[src/rtl/axi_lite_pkg.sv]
// axi_lite_pkg: AXI4-Lite response codes and write-issue FSM states
package axi_lite_pkg;
  localparam logic [1:0] RESP_OKAY   = 2'd0;
  localparam logic [1:0] RESP_EXOKAY = 2'd1;
  localparam logic [1:0] RESP_SLVERR = 2'd2;
  localparam logic [1:0] RESP_DECERR = 2'd3;
  typedef enum logic [1:0] {IDLE, ISSUE, WAIT_AW, WAIT_W} wr_issue_state_t;
endpackage

[src/rtl/axi_lite_wr_master_if.sv]
// axi_lite_wr_master_if: user command/response side plus AXI4-Lite write channels
interface axi_lite_wr_master_if #(parameter int ADDR_W = 32, parameter int DATA_W = 32);
  logic                cmd_valid, cmd_ready;
  logic [ADDR_W-1:0]   cmd_addr;
  logic [DATA_W-1:0]   cmd_data;
  logic [DATA_W/8-1:0] cmd_strb;
  logic                AWVALID, AWREADY;
  logic [ADDR_W-1:0]   AWADDR;
  logic                WVALID, WREADY;
  logic [DATA_W-1:0]   WDATA;
  logic [DATA_W/8-1:0] WSTRB;
  logic                BVALID, BREADY;
  logic [1:0]          BRESP;
  logic                rsp_valid;
  logic [1:0]          rsp_resp;
  logic                busy, timeout_err;
  modport master (
    input  cmd_valid, cmd_addr, cmd_data, cmd_strb, AWREADY, WREADY, BVALID, BRESP,
    output cmd_ready, AWVALID, AWADDR, WVALID, WDATA, WSTRB, BREADY, rsp_valid, rsp_resp,
           busy, timeout_err
  );
  modport slave (
    output cmd_valid, cmd_addr, cmd_data, cmd_strb, AWREADY, WREADY, BVALID, BRESP,
    input  cmd_ready, AWVALID, AWADDR, WVALID, WDATA, WSTRB, BREADY, rsp_valid, rsp_resp,
           busy, timeout_err
  );
endinterface

[src/rtl/axi_cmd_fifo.sv]
// axi_cmd_fifo: synchronous FIFO, head entry presented from registered storage
module axi_cmd_fifo #(
  parameter int W     = 68,
  parameter int DEPTH = 4
) (
  input  logic         clk,
  input  logic         rst,
  input  logic         push_i,
  input  logic         pop_i,
  input  logic [W-1:0] wdata_i,
  output logic [W-1:0] rdata_o,
  output logic         full_o,
  output logic         empty_o
);
  localparam int AW = $clog2(DEPTH);
  logic [W-1:0] mem_q [DEPTH];
  logic [AW:0]  wr_q, rd_q;
  assign empty_o = wr_q == rd_q;
  assign full_o  = wr_q == {~rd_q[AW], rd_q[AW-1:0]};
  assign rdata_o = mem_q[rd_q[AW-1:0]];
  always_ff @(posedge clk)
    if (push_i && !full_o) mem_q[wr_q[AW-1:0]] <= wdata_i;
  always_ff @(posedge clk)
    if (rst) begin
      wr_q <= '0;
      rd_q <= '0;
    end else begin
      wr_q <= wr_q + (AW+1)'(push_i && !full_o);
      rd_q <= rd_q + (AW+1)'(pop_i && !empty_o);
    end
endmodule

[src/rtl/axi_lite_wr_master.sv]
// axi_lite_wr_master: buffered AXI4-Lite write master with outstanding-B tracking.
// Optional B-wait watchdog enabled by defining AXI_WR_TIMEOUT_EN.
module axi_lite_wr_master
  import axi_lite_pkg::*;
#(
  parameter int ADDR_W      = 32,
  parameter int DATA_W      = 32,
  parameter int FIFO_DEPTH  = 4,
  parameter int MAX_OUTST   = 4,
  parameter int TIMEOUT_CYC = 1024
) (
  input logic                  ACLK,
  input logic                  ARESET,
  axi_lite_wr_master_if.master bus
);
  localparam int STRB_W = DATA_W/8;
  localparam int CW     = ADDR_W + DATA_W + STRB_W;
  localparam int OW     = $clog2(MAX_OUTST + 1);
  wr_issue_state_t   state_q, state_d;
  logic [OW-1:0]     outst_q, outst_d;
  logic              bready_q, rsp_valid_q;
  logic [1:0]        rsp_resp_q;
  logic              full, empty, push, pop, aw_hs, w_hs, b_hs;
  logic [CW-1:0]     head;
  logic [ADDR_W-1:0] head_addr;
  logic [DATA_W-1:0] head_data;
  logic [STRB_W-1:0] head_strb;
  assign bus.cmd_ready = !full && !ARESET;
  assign push = bus.cmd_valid && bus.cmd_ready;
  axi_cmd_fifo #(.W(CW), .DEPTH(FIFO_DEPTH)) u_fifo (
    .clk(ACLK), .rst(ARESET), .push_i(push), .pop_i(pop),
    .wdata_i({bus.cmd_addr, bus.cmd_data, bus.cmd_strb}),
    .rdata_o(head), .full_o(full), .empty_o(empty)
  );
  assign {head_addr, head_data, head_strb} = head;
  assign bus.AWVALID = state_q == ISSUE || state_q == WAIT_AW;
  assign bus.WVALID  = state_q == ISSUE || state_q == WAIT_W;
  assign bus.AWADDR  = bus.AWVALID ? head_addr : '0;
  assign bus.WDATA   = bus.WVALID ? head_data : '0;
  assign bus.WSTRB   = bus.WVALID ? head_strb : '0;
  assign bus.BREADY    = bready_q;
  assign bus.rsp_valid = rsp_valid_q;
  assign bus.rsp_resp  = rsp_resp_q;
  assign bus.busy      = !empty || outst_q != '0;
  assign aw_hs = bus.AWVALID && bus.AWREADY;
  assign w_hs  = bus.WVALID && bus.WREADY;
  assign b_hs  = bus.BVALID && bready_q;
  // a push into an empty FIFO is visible at the head next cycle, so it may start issue now
  always_comb begin
    state_d = state_q;
    pop     = 1'b0;
    case (state_q)
      IDLE:    if ((!empty || push) && outst_q < OW'(MAX_OUTST)) state_d = ISSUE;
      ISSUE: begin
        pop     = aw_hs && w_hs;
        state_d = pop ? IDLE : w_hs ? WAIT_AW : aw_hs ? WAIT_W : ISSUE;
      end
      WAIT_AW: begin
        pop     = aw_hs;
        state_d = aw_hs ? IDLE : WAIT_AW;
      end
      default: begin
        pop     = w_hs;
        state_d = w_hs ? IDLE : WAIT_W;
      end
    endcase
  end
  assign outst_d = outst_q + OW'(pop) - OW'(b_hs);
  always_ff @(posedge ACLK)
    if (ARESET) begin
      state_q     <= IDLE;
      outst_q     <= '0;
      bready_q    <= 1'b0;
      rsp_valid_q <= 1'b0;
      rsp_resp_q  <= RESP_OKAY;
    end else begin
      state_q     <= state_d;
      outst_q     <= outst_d;
      bready_q    <= outst_d != '0;
      rsp_valid_q <= b_hs;
      if (b_hs) rsp_resp_q <= bus.BRESP;
    end
`ifdef AXI_WR_TIMEOUT_EN
  localparam int TW = $clog2(TIMEOUT_CYC);
  logic [TW-1:0] tcnt_q, tcnt_d;
  logic          terr_q;
  always_comb
    tcnt_d = b_hs ? '0 : (outst_q != '0 && tcnt_q != TW'(TIMEOUT_CYC-1)) ? tcnt_q + TW'(1) : tcnt_q;
  always_ff @(posedge ACLK)
    if (ARESET) begin
      tcnt_q <= '0;
      terr_q <= 1'b0;
    end else begin
      tcnt_q <= tcnt_d;
      terr_q <= terr_q || tcnt_d == TW'(TIMEOUT_CYC-1);
    end
  assign bus.timeout_err = terr_q;
`else
  assign bus.timeout_err = 1'b0;
`endif
endmodule

[src/flat_wrapper.sv]
// flat-port wrapper written by rule: the top's interface ports become plain ports
module axi_lite_wr_master_flat import axi_lite_pkg::*;
#(
  parameter int ADDR_W      = 32,
  parameter int DATA_W      = 32,
  parameter int FIFO_DEPTH  = 4,
  parameter int MAX_OUTST   = 4,
  parameter int TIMEOUT_CYC = 1024
)
  (ACLK, ARESET, bus_cmd_valid, bus_cmd_addr, bus_cmd_data, bus_cmd_strb, bus_AWREADY, bus_WREADY, bus_BVALID, bus_BRESP, bus_cmd_ready, bus_AWVALID, bus_AWADDR, bus_WVALID, bus_WDATA, bus_WSTRB, bus_BREADY, bus_rsp_valid, bus_rsp_resp, bus_busy, bus_timeout_err);
  axi_lite_wr_master_if #(.ADDR_W(ADDR_W), .DATA_W(DATA_W)) bus_i ();
  input logic ACLK;
  input logic ARESET;
  input wire logic [$bits(bus_i.cmd_valid)-1:0] bus_cmd_valid;
  input wire logic [$bits(bus_i.cmd_addr)-1:0] bus_cmd_addr;
  input wire logic [$bits(bus_i.cmd_data)-1:0] bus_cmd_data;
  input wire logic [$bits(bus_i.cmd_strb)-1:0] bus_cmd_strb;
  input wire logic [$bits(bus_i.AWREADY)-1:0] bus_AWREADY;
  input wire logic [$bits(bus_i.WREADY)-1:0] bus_WREADY;
  input wire logic [$bits(bus_i.BVALID)-1:0] bus_BVALID;
  input wire logic [$bits(bus_i.BRESP)-1:0] bus_BRESP;
  output wire logic [$bits(bus_i.cmd_ready)-1:0] bus_cmd_ready;
  output wire logic [$bits(bus_i.AWVALID)-1:0] bus_AWVALID;
  output wire logic [$bits(bus_i.AWADDR)-1:0] bus_AWADDR;
  output wire logic [$bits(bus_i.WVALID)-1:0] bus_WVALID;
  output wire logic [$bits(bus_i.WDATA)-1:0] bus_WDATA;
  output wire logic [$bits(bus_i.WSTRB)-1:0] bus_WSTRB;
  output wire logic [$bits(bus_i.BREADY)-1:0] bus_BREADY;
  output wire logic [$bits(bus_i.rsp_valid)-1:0] bus_rsp_valid;
  output wire logic [$bits(bus_i.rsp_resp)-1:0] bus_rsp_resp;
  output wire logic [$bits(bus_i.busy)-1:0] bus_busy;
  output wire logic [$bits(bus_i.timeout_err)-1:0] bus_timeout_err;
  assign bus_i.cmd_valid = bus_cmd_valid;
  assign bus_i.cmd_addr = bus_cmd_addr;
  assign bus_i.cmd_data = bus_cmd_data;
  assign bus_i.cmd_strb = bus_cmd_strb;
  assign bus_i.AWREADY = bus_AWREADY;
  assign bus_i.WREADY = bus_WREADY;
  assign bus_i.BVALID = bus_BVALID;
  assign bus_i.BRESP = bus_BRESP;
  assign bus_cmd_ready = bus_i.cmd_ready;
  assign bus_AWVALID = bus_i.AWVALID;
  assign bus_AWADDR = bus_i.AWADDR;
  assign bus_WVALID = bus_i.WVALID;
  assign bus_WDATA = bus_i.WDATA;
  assign bus_WSTRB = bus_i.WSTRB;
  assign bus_BREADY = bus_i.BREADY;
  assign bus_rsp_valid = bus_i.rsp_valid;
  assign bus_rsp_resp = bus_i.rsp_resp;
  assign bus_busy = bus_i.busy;
  assign bus_timeout_err = bus_i.timeout_err;
  axi_lite_wr_master #(.ADDR_W(ADDR_W), .DATA_W(DATA_W), .FIFO_DEPTH(FIFO_DEPTH), .MAX_OUTST(MAX_OUTST), .TIMEOUT_CYC(TIMEOUT_CYC)) u_core (.ACLK(ACLK), .ARESET(ARESET), .bus(bus_i));
endmodule
[config.mk]
export PLATFORM = sky130hd
export DESIGN_NAME = axi_lite_wr_master_flat
export DESIGN_NICKNAME = d
export VERILOG_FILES = /design/src/rtl/axi_lite_pkg.sv /design/src/rtl/axi_lite_wr_master_if.sv /design/src/rtl/axi_cmd_fifo.sv /design/src/rtl/axi_lite_wr_master.sv /design/src/flat_wrapper.sv
export SDC_FILE = /design/constraint.sdc
export NUM_CORES = 1
export LEC_CHECK = 0
export BUFFER_PORTS_ARGS = -buffer_cell sky130_fd_sc_hd__buf_4
export CAP_MARGIN = 20
export CORE_MARGIN = 4
export CORE_UTILIZATION = 50
export CTS_CLUSTER_DIAMETER = 50
export CTS_CLUSTER_SIZE = 14
export DETAILED_ROUTE_END_ITERATION = 8
export PLACE_DENSITY = 0.82
export SYNTH_ARGS = -nofsm -noshare
export SYNTH_HDL_FRONTEND = slang
export SYNTH_HIERARCHICAL = 1
export SYNTH_SLANG_ARGS = --single-unit
export TNS_END_PERCENT = 5
[constraint.sdc]
create_clock -name ACLK -period 8.54 [get_ports ACLK]
set_input_delay 1.708 -clock ACLK [delete_from_list [all_inputs] [get_ports ACLK]]
set_output_delay 1.708 -clock ACLK [all_outputs]
set_load 0.005 [all_outputs]
==> impl_metrics.py <==
metrics = {
    "cells_and_area": {
        "utilization_pct": 62.50,
        "final_nets": 785,
        "fillers": 1468,
        "diodes": 0,
        "seqCellArea_um2": 8476,
        "multi_input_area_um2": 2734,
        "drive_above_1_share_pct": 33.94,
        "stdcell_area_um2": 13810,
        "area_growth_pct": 21.60,
    },
    "drt": {
        "drt_wl_total_mm": 21.20,
        "dr.pass1.iters": 4,
        "vias_per_cell": 5.563,
        "drt_iter0_drc": 342,
        "drc": 0,
        "postRouteAntennaNets": 0,
        "wl_per_cell_um": 21.29,
        "vias": 5541,
    },
    "power_and_ir_drop": {
        "power.density_nw_per_um2": 244.3,
        "p_leak_nw": 4.826,
        "ir_worst_vdd_v": 0.0002028,
    },
    "yosys": {
        "netlist_area_um2": 11360,
        "yosys.area.top_type": "edfxtp_1",
        "synth_cells": 530,
        "ys.warnings.count": 6,
        "ys_seq_area_share_pct": 74.57,
        "avgSynthCellArea_um2": 21.43,
        "synth_seq_cells": 287,
        "yosysUniqueCellTypes": 39,
        "synth_nets": 618,
        "synth_area_leaders": "edfxtp_1 72%, mux4_1 9.5%, mux4_2 5.4%",
        "synth_top_area_share_pct": 71.93,
    },
    "timing": {
        "rsz0062_at_grt": "no",
        "hold_viol": 0,
        "max_slew_margin_pct": 28.67,
        "maxSlewViolCount": 0,
        "period_minus_slack_ns": 4.710,
        "finalSetupViolCount": 0,
        "setup_tns_ns": 0,
        "tightest_slew_ns": 1.070,
        "clock_skew_ns": 0.01809,
        "max_freq_ghz": 0.2123,
        "layout_setup_ws_ns": 3.830,
        "final.period_utilization_pct": 55.15,
    },
    "global_routing": {
        "grtUsageTotal_pct": 16.62,
        "grt_pass1_wl_mm": 33.42,
        "gr-total-overflow": 0,
        "grt_pass1_vias": 5915,
        "grt_max_degree": 72,
        "grt_antenna_before_repair": 1,
    },
    "placed_design": {
        "io_buffers": 151,
        "dp_hpwl_mm": 12.90,
        "place.gp.congestion": 0.6977,
        "pre_cts_slack_ns": 4.245,
        "dpl_cell_area_um2": 12790,
    },
    "cts": {
        "cts_resized": 0,
        "root_buffer": "clkbuf_16",
        "cts_setup_buffers": 0,
        "cts_tree": "yes",
        "clock_latency_ns": 0.54,
        "cts.sinks": 287,
        "path_clk_slew_ns": 0.06,
        "h-tree-depth": 1,
        "cts-hold-fix-buffers": 0,
        "numCtsBuffers": 30,
        "clockBufferDepth": 3,
    },
    "setup_path": {
        "worstPathArrival_ns": 3.00,
        "cp_num_buf_inv": 2,
        "critPathMostFrequentCell": "buf_4",
        "reg2reg_slack_ns": 4.30,
        "cp_cell_sequence": "buf_4, xor2_1, nor3_1, or4b_1, buf_4",
        "setup.worst_path.end_class": "output pin",
        "critPathSlowestCell": "dfxtp_4",
        "crit_type": "reg2out",
        "critical_path_required_ns": 6.83,
        "start_kind": "flop",
        "path_max_fanout": 37,
        "path_delay_family": "buffers and inverters",
        "cpPeakStageDelay_ns": 0.75,
    },
    "floorplan": {
        "coreArea_um2": 22090,
        "die_h_um": 158.7,
        "start_util_pct": 51.40,
        "num_rows": 54,
        "ios": 153,
        "dieArea_um2": 25190,
        "die_width_um": 158.7,
    },
    "min_path": {
        "hp-class": "reg2reg",
    },
    "run_status": {
        "run_status": "finished clean",
    },
    "run": {
        "cap_violations": 0,
    },
}
==> path summary, 6_finish.rpt <==
kind | end | cells past startpoint | start
setup / recovery | bus_busy | 5 | u_core/u_fifo/rd_q[0]
hold / removal | u_core/bus.rsp_resp[0] | 2 | u_core/bus.rsp_resp[0]
setup reg to reg | u_core/u_fifo/mem_q[2][22] | 8 | u_core/u_fifo/rd_q[0]
hold reg to reg | u_core/bus.rsp_resp[0] | 2 | u_core/bus.rsp_resp[0]
==> power by group <==
part | internal, mW | switching [mW] | total, mW
Combinational | 0.254 | 0.238 | 0.492
Sequential | 1.58 | 0.0217 | 1.60
Clock | 0.753 | 0.524 | 1.28
==> sequential cells by signal, indices dropped and copies added (netlist names) <==
register,count
u_core/u_fifo/rd_q,3
u_core/bus.BREADY,1
u_core/u_fifo/mem_q,272
u_core/u_fifo/wr_q,3
u_core/state_q,2
u_core/bus.rsp_resp,2
u_core/bus.rsp_valid,1
u_core/outst_q,3
==> layout make-up <==
type / count / share of cell area (%)
flip-flops and latches: 287 / 61.38
multi-input cells: 208 / 19.80
repair buffers: 160 / 8.844
clock buffers: 35 / 5.645
well taps: 280 / 2.537
clock inverters: 16 / 1.522
inverters: 10 / 0.2718
==> tightest hold or removal path, delay by kind of cell, from the launching register on <==
family	cells	cell delay, ns
flops	1	0.31
simple gates	1	0.05
compound gates	1	0.06
==> metrics by stage <==
stage / hold slack (ns) / power (mW) / cells
global route: 0.5074 / 3.520 / 996
global placement: 0.4444 / 2.098 / 944
detailed placement: 0.4605 / 2.118 / 944
CTS: 0.4723 / 3.401 / 995
finish: 0.4690 / 3.373 / 996
floorplan: 0.4527 / 1.843 / 530
==> metal layers <==
metal  up-vias  GRT usage (%)  share of wire (%)
met3        32          3.344                5.0
met1      2861          21.45                 41
li1       2497              -                  -
met2       149          29.39                 52
met5         -              0              0.094
met4         2          3.945                1.9
==> synthesized netlist by cell type (all sizes together) <==
| cell | n |
|---|---|
| edfxtp | 272 |
| mux4 | 68 |
| nor2b | 41 |
| and2 | 34 |
| buf | 21 |
| dfxtp | 15 |
| ha | 11 |
| inv | 10 |
| nor2 | 8 |
| a31oi | 5 |
| nand2 | 5 |
| xnor2 | 5 |
| clkbuf | 4 |
| o21ai | 4 |
| xor2 | 4 |
| a21oi | 3 |
| nand3 | 3 |
| nor3 | 2 |
| a22oi | 1 |
| a311oi | 1 |
| a32o | 1 |
| a41o | 1 |
| and3 | 1 |
| conb | 1 |
| fa | 1 |
| nand3b | 1 |
| nor4 | 1 |
| nor4b | 1 |
| o21a | 1 |
| o31a | 1 |
| or2 | 1 |
| or3b | 1 |
| or4b | 1 |
==> logic make-up after synthesis <==
kind of cell	share of synthesized area, %
AO/OA/AOI/OAI	1.047
XOR/XNOR	0.7602
adder cells (fa/ha/maj)	1.388
buffers and inverters	1.972
flip-flops	74.57
multiplexers	14.84
other	0.03302
AND/OR/NAND/NOR	5.388
==> placed cells by master (no fill, tap or decap), types with 2 or more instances in the layout <==
cell type and instances:
clkbuf_16 30, dfxtp_4 2, bufinv_16 3, clkbuf_1 4
inv_6 2, nor2b_1 41, clkinv_8 2, inv_8 2
clkinv_4 3, o21ai_0 2, a31oi_4 3, mux4_1 41
dfxtp_1 13, a21oi_1 3, clkinv_2 2, a31oi_1 2
ha_1 11, nand3_1 3, buf_4 159, inv_1 10
o21ai_1 2, xor2_1 4, xnor2_1 4, and2_1 34
nor3_1 2, edfxtp_1 272, mux4_2 27, nand2_1 5
nor2_1 7
Power figures use the tool's default switching activity.
